`src/rtl/arbitro_cuenta1.sv`:
```
// Round-robin arbiter in front of a shared bit-serial ones counter.
// Optional macro CUENTA_ARB_EARLY_EXIT_EN finishes a job as soon as no set bits remain.
module arbitro_cuenta1 #(
  parameter int NREQ = 2,
  parameter int W    = 3,
  parameter int CW   = 4,
  parameter int IDW  = 2
) (
  input  logic              clk,
  input  logic              start,
  input  logic [NREQ-1:0]   req,
  input  logic [NREQ*W-1:0] valor,
  output logic [NREQ-1:0]   grant,
  output logic              busy,
  output logic [CW-1:0]     Cuenta,
  output logic              fin,
  output logic [IDW-1:0]    fin_id
);

  typedef enum logic [1:0] {IDLE, COUNT, DONE} state_t;

  state_t         state, state_n;
  logic [W-1:0]   sr, sr_n;
  logic [CW-1:0]  acc, acc_n;
  logic [CW-1:0]  bitcnt, bitcnt_n;
  logic [CW-1:0]  cuenta_n;
  logic [IDW-1:0] ptr, ptr_n;
  logic [IDW-1:0] id, id_n;
  logic [IDW-1:0] fin_id_n;
  logic [NREQ-1:0] grant_n;
  logic           fin_n;
  logic           busy_n;

  logic           found;
  logic [IDW-1:0] win;
  logic [IDW:0]   cand;
  logic [W-1:0]   val_win;
  logic           last_bit;

  // Winner: first pending request scanning upward from ptr, wrapping at NREQ.
  always_comb begin
    // NOTE: every combinational output gets a default before any branch, so no latch is inferred.
    found   = 1'b0;
    win     = '0;
    cand    = '0;
    val_win = '0;
    for (int k = 0; k < NREQ; k++) begin
      cand = {1'b0, ptr} + (IDW+1)'(k);
      if (cand >= (IDW+1)'(NREQ))
        cand = cand - (IDW+1)'(NREQ);
      for (int i = 0; i < NREQ; i++) begin
        if (!found && req[i] && cand[IDW-1:0] == IDW'(i)) begin
          found = 1'b1;
          win   = IDW'(i);
        end
      end
    end
    for (int i = 0; i < NREQ; i++)
      if (win == IDW'(i))
        val_win = valor[i*W +: W];
  end

  always_comb begin
    state_n  = state;
    sr_n     = sr;
    acc_n    = acc;
    bitcnt_n = bitcnt;
    ptr_n    = ptr;
    id_n     = id;
    grant_n  = '0;
    fin_n    = 1'b0;
    cuenta_n = Cuenta;
    fin_id_n = fin_id;

`ifdef CUENTA_ARB_EARLY_EXIT_EN
    last_bit = (bitcnt == CW'(W-1)) || ((sr >> 1) == '0);
`else
    last_bit = (bitcnt == CW'(W-1));
`endif

    unique case (state)
      IDLE: begin
        if (found) begin
          sr_n     = val_win;
          acc_n    = '0;
          bitcnt_n = '0;
          id_n     = win;
          for (int i = 0; i < NREQ; i++)
            grant_n[i] = (win == IDW'(i));
          ptr_n    = (win == IDW'(NREQ-1)) ? '0 : win + 1'b1;
          state_n  = COUNT;
        end
      end
      COUNT: begin
        acc_n    = acc + CW'(sr[0]);
        sr_n     = sr >> 1;
        bitcnt_n = bitcnt + 1'b1;
        if (last_bit) begin
          cuenta_n = acc + CW'(sr[0]);
          fin_n    = 1'b1;
          fin_id_n = id;
          state_n  = DONE;
        end
      end
      DONE:    state_n = IDLE;
      default: state_n = IDLE;
    endcase

    busy_n = (state_n != IDLE);
  end

  // NOTE: sequential state uses non-blocking assignments so every flop samples pre-edge values.
  always_ff @(posedge clk) begin
    if (start) begin
      state  <= IDLE;
      ptr    <= '0;
      grant  <= '0;
      busy   <= 1'b0;
      Cuenta <= '0;
      fin    <= 1'b0;
      fin_id <= '0;
    end else begin
      state  <= state_n;
      ptr    <= ptr_n;
      grant  <= grant_n;
      busy   <= busy_n;
      Cuenta <= cuenta_n;
      fin    <= fin_n;
      fin_id <= fin_id_n;
    end
  end

  // NOTE: the job datapath has no reset; it is fully loaded on every accept before it is read.
  always_ff @(posedge clk) begin
    sr     <= sr_n;
    acc    <= acc_n;
    bitcnt <= bitcnt_n;
    id     <= id_n;
  end

endmodule
```
`config.mk`:
```
export PLATFORM = sky130hd
export DESIGN_NAME = arbitro_cuenta1
export DESIGN_NICKNAME = d
export VERILOG_FILES = /design/src/rtl/arbitro_cuenta1.sv
export SDC_FILE = /design/constraint.sdc
export NUM_CORES = 1
export LEC_CHECK = 0
export CAP_MARGIN = 20
export CORE_UTILIZATION = 28
export CTS_CLUSTER_DIAMETER = 100
export DETAILED_ROUTE_END_ITERATION = 12
export PLACE_DENSITY_LB_ADDON = 0.15
export SYNTH_ARGS = -nofsm -noshare
export SYNTH_HDL_FRONTEND = slang
export SYNTH_SLANG_ARGS = --single-unit
```
`constraint.sdc`:
```
create_clock -name clk -period 1.5 [get_ports clk]
set_input_delay 0.225 -clock clk [delete_from_list [all_inputs] [get_ports clk]]
set_output_delay 0.225 -clock clk [all_outputs]
set_load 0.005 [all_outputs]
```
---- Word-level counts from Yosys, hierarchy flattened ----
Index checks and enable logic that the tools add are counted.
storage, ports and cells
  register bits after elaboration ......... 27
  output and inout bits ................... 10
operators by class
  add/subtract/negate cells ............... 6
  $lt $le $gt $ge ......................... 2
  equality and inequality tests ........... 6
  muxes and demuxes ....................... 21
  bitwise operators ....................... 3
  reductions and logical operators ........ 21
operators with widths
  cell                 number
  $pmux 4 s2           2
  $mux 2               7
  $mux 3               3
  $eq 2x1->1 const B   4
  $logic_not 2->1      4
  $logic_and 1x1->1    7
  $mux 1               6
  $pmux 3 s2           1
  $reduce_and 2->1     3
  $add 4x1->4          1
  $add 4x1->4 const B  1
  $eq 4x2->1 const B   1
  $mux 4               1
  $pmux 2 s2           1
  $reduce_bool 2->1    2
  $sub 2x2->2 const B  2
  $add 2x1->3 const B  1
  $ge 3x2->1 const B   1
  $logic_not 1->1      3
  $not 1->1            3
  $reduce_or 3->1      1
  $add 2x1->2 const B  1
  $ge 2x2->1 const B   1
  $ne 2x2->1 const B   1
  $reduce_or 2->1      1

---- Longest topological paths before layout ----
Gate-level depths: netlist of the first run.
  word-level depth ........................ 22
  depth in mapped cells ................... 5
  mapped depth without buffers ............ 5

---- Least setup slack after synthesis of the first run ----
OpenSTA, ideal clock, no wires.
  path type ............................... flip-flop to flip-flop
  from .................................... register bitcnt[0]
  to ...................................... register Cuenta[0]
  setup time .............................. 0.132 ns
  arrival ................................. 1.223 ns
  data required time ...................... 1.368 ns
  setup slack ............................. 0.144 ns
  stages on the path, launching flop included .. 6
  path buffers ............................ 0
  clock period less this slack ............ 1.356 ns
  cell sequence ........................... edfxtp_1 > inv_1 > ha_1 > or3b_4 > o21ai_0 > a21oi_1
on the way
  longest elaborated chain between the ends .. 2
ends and longest elaborated chain
  what                               line  text
  start: declaration                 25    logic [CW-1:0] bitcnt, bitcnt_n;
  start signal: assignment           137   bitcnt <= bitcnt_n;
  $eq 4x2->1                         78    last_bit = (bitcnt == CW'(W-1));
  $reduce_and 2->1 (no source line)  --
  end signal: assignment             127   Cuenta <= cuenta_n;
  end: declaration                   15    output logic [CW-1:0] Cuenta,
No other way between the ends.
A chain may end at the register's enable or synchronous reset.

---- Worst setup path in the final report of the first run ----
  from .................................... register bitcnt[0]
  to ...................................... register Cuenta[1]
The elaborated chain is that of the path after synthesis.

==> results of run 1 <==
[cells in the mapped netlist (all sizes together), types with 3 or more instances]
cell type,count
a21oi,8
buf,4
dfxtp,12
edfxtp,12
ha,4
inv,4
nand3,5
nand3b,3
nor2,10
nor3,3
o21ai,7
[sequential cells by signal (all words and copies together), names as in the netlist]
signal and count:
ptr 1, bitcnt 4, busy 1, fin 1, sr 3, grant 2, Cuenta 4, acc 4
id 1, fin_id 1, state 2
[what timing repair did]
action,4_1_cts,5_1_grt
gates resized for setup,0,1
endpoints found under the setup margin,0,2
buffers inserted,0,1
[report_power, final]
| group | leakage, nW | switching, mW | internal [mW] |
|---|---|---|---|
| Clock | 0.0339 | 0.205 | 0.289 |
| Sequential | 0.224 | 0.0593 | 0.812 |
| Combinational | 0.262 | 0.181 | 0.196 |
| Total | 0.520 | 0.446 | 1.30 |
[layout by cell type, fill, tap and decap left out, types with 4 or more instances in the layout]
cell             Yosys  final
a21oi_1              8      8
buf_4                2     11
clkdlybuf4s50_1      0     18
dfxtp_1             12     12
edfxtp_1            12     12
ha_1                 4      4
inv_1                4      4
nand3_1              5      5
nor2_1              10     10
o21ai_0              6      5
[per-layer routing]
layer / vias to the layer above / share of wire
met2: 9 / 0.45
met4: 0 / 0.0042
met5: - / 0
met1: 354 / 0.53
met3: 2 / 0.023
li1: 389 / -
[area by class of cell]
type                       count  area (sq um)
clock buffer                   4         66.31
multi-input combinational     61         384.1
timing repair buffer          29         262.8
tap                           46         57.56
sequential                    24         600.6
inverter                       4         15.01
fill                         349          2056
[stage by stage]
stage	area, sq um	setup TNS [ns]
after floorplan	1032	0
after global placement	1313	0
after detailed placement	1313	-0.06288
after CTS	1379	0
after global routing	1386	0
final	1386	0
[worst max-delay path by stage]
stage,from,endpoint,depth (start not counted)
4_1_cts,bitcnt[0],Cuenta[1],5
2_1_floorplan,bitcnt[0],Cuenta[0],5
3_3_place_gp,req[0],sr[0],4
5_1_grt,bitcnt[0],Cuenta[0],5
6_report,bitcnt[0],Cuenta[1],5
3_5_place_dp,req[0],ptr[0],5
[worst max-delay path, cell delays in order, from the launching register on]
cell	delay, ns
edfxtp_1	0.39
inv_1	0.07
ha_1	0.15
or3b_4	0.42
o21ai_0	0.16
a21oi_1	0.08
[logic make-up (layout without fill, tap and decap cells)]
kind of cell | after synthesis | count (layout) | synth area share
adder cells (fa/ha/maj) | 4 | 4 | 0.04849
AO/OA/AOI/OAI | 20 | 20 | 0.1091
XOR/XNOR | 4 | 4 | 0.03395
flip-flops | 24 | 24 | 0.5818
AND/OR/NAND/NOR | 32 | 32 | 0.1770
buffers and inverters | 10 | 37 | 0.04606
other | 1 | 1 | 0.003633
==> results.md, run 1 <==
- Power per cell area: 1257 nW/um^2
- Synth top area cells: edfxtp_1 35%, dfxtp_1 23%, ha_1 4.8%, a21oi_1 3.9%, nor2_1 3.6%
- Worst Setup End Kind: flip-flop
- Max-cap viol count: 0
- Per-instance average area after synthesis: 10.87 sq um
- Worst-path fanout max: 6
- Final ANT Viol Nets: 0
- Hold Path Cell Cnt: 2
- PnR worst setup slack: 0.1193 ns
- PnR Total Power: 1.743 mW
- Final core occ: 0.4028
- Seq cells post-synth: 24
- CTS H-tree lvls: 1
- GRT Total Usage: 0.09934
- Port buffer count: 18
- Fin nets: 137
- Post-route clock period utilization: 0.9205
- Synth top area share: 0.3491
- Fraction of the yosys area taken by sequential cells: 0.5818
- Met2 usage in global routing: 0.1590
- Setup WS pre-CTS: -0.05093 ns
- Via density: 4.488
- Initial antenna violation count: 0
- I/O pin cnt: 20
- Required @ worst endpoint: 1.65 ns
- Final Non-Filler Cells: 168
- Hold Buf Count CTS: 0
- Share of cells above drive strength 1: 0.1393
- Clock Skews: 0.005425 ns
- Hold Path Class: flip-flop to flip-flop
- Yosys top cell by area: edfxtp_1
- Synth warn: 0
- Mapped Area: 1032 sq um
- Die height: 62.72 um
- RSZ-0062 raised after global routing: false
- Critical Path AT: 1.54 ns
- Outcome: completed
- Worst r2r path cells: 5
- Crit Reg-Reg Endpoint: Cuenta[1]
- Placed wire-length estimate: 1458 um
- Placeable Area: 3442 sq um
- Met1 usage: 0.1311
- Count of cell types in the netlist: 28
- Max IR drop VDD: 0.5659 mV
- Leakage: 0.5200 nW
- Reg2Reg Setup Slack: 0.12 ns
- CTS Sinks: 24
- Final hold violations: 0
- Most used DFF post-synth: edfxtp_1
- Post-Syn Nets: 109
- CTS root buf: clkbuf_8
- Total number of vias: 754
- # diodes: 0
- Global-route wire length before repair: 3042 um
- Hold endpoint: ptr[0]
- Inserted Clock Buffers: 3
- Full die area: 3933 sq um
- Number of synthesized flops with an enable pin: 12
- Ys async rst share: 0
- Synth-to-Final Area Change: 34.30%
- Clock Tree Buf Depth: 2
- Wire per inst: 11.33 um
- Clk_lat worst skew: 0.26 ns
- Fin. max-slew vios: 0
- CTS tree: done
- Die W: 62.72 um
- Worst Hold Launch: ptr[0]
- Fmax achieved: 0.7243 GHz
- Post-Route WL: 1904 um
- DRC: 0
- First-pass detailed-route iteration total: 4
- Iter 0 DRT Violations: 10
- Fin Hold WS: 0.4803 ns
- Setup violations, final: 0
- Rows: 21
- Vias in the first global route: 703
- Post-synthesis instance total: 95
- Grt met3 use: 0.02190
- Clk pin slew, worst setup/hold paths: 0.09 ns
- Worst R2R Start: bitcnt[0]
- Grt peak-use layer: met2
- Inst Count DP: 163
- Largest net degree at the start of global routing: 15
- Initial Util: 0.2999
- Placer Congestion: 0.7107
- Crit Path Class: flip-flop to flip-flop
- Final Critical Period: 1.381 ns
- Gr ovfl total: 0
- Kind of start point of the critical path: flip-flop
Note: power is estimated with default switching activity, not from simulation.
==> inputs of run 2 (changes only) <==
Settings changed: CAP_MARGIN 20 to 10.
==> results of run 2 <==
Final layout, timing and power as in run 1 (identical DEF).
==> inputs of run 3 (changes only) <==
Settings changed: CAP_MARGIN 10 to 30.
==> results of run 3 <==
Final layout, timing and power as in run 1 (identical DEF).
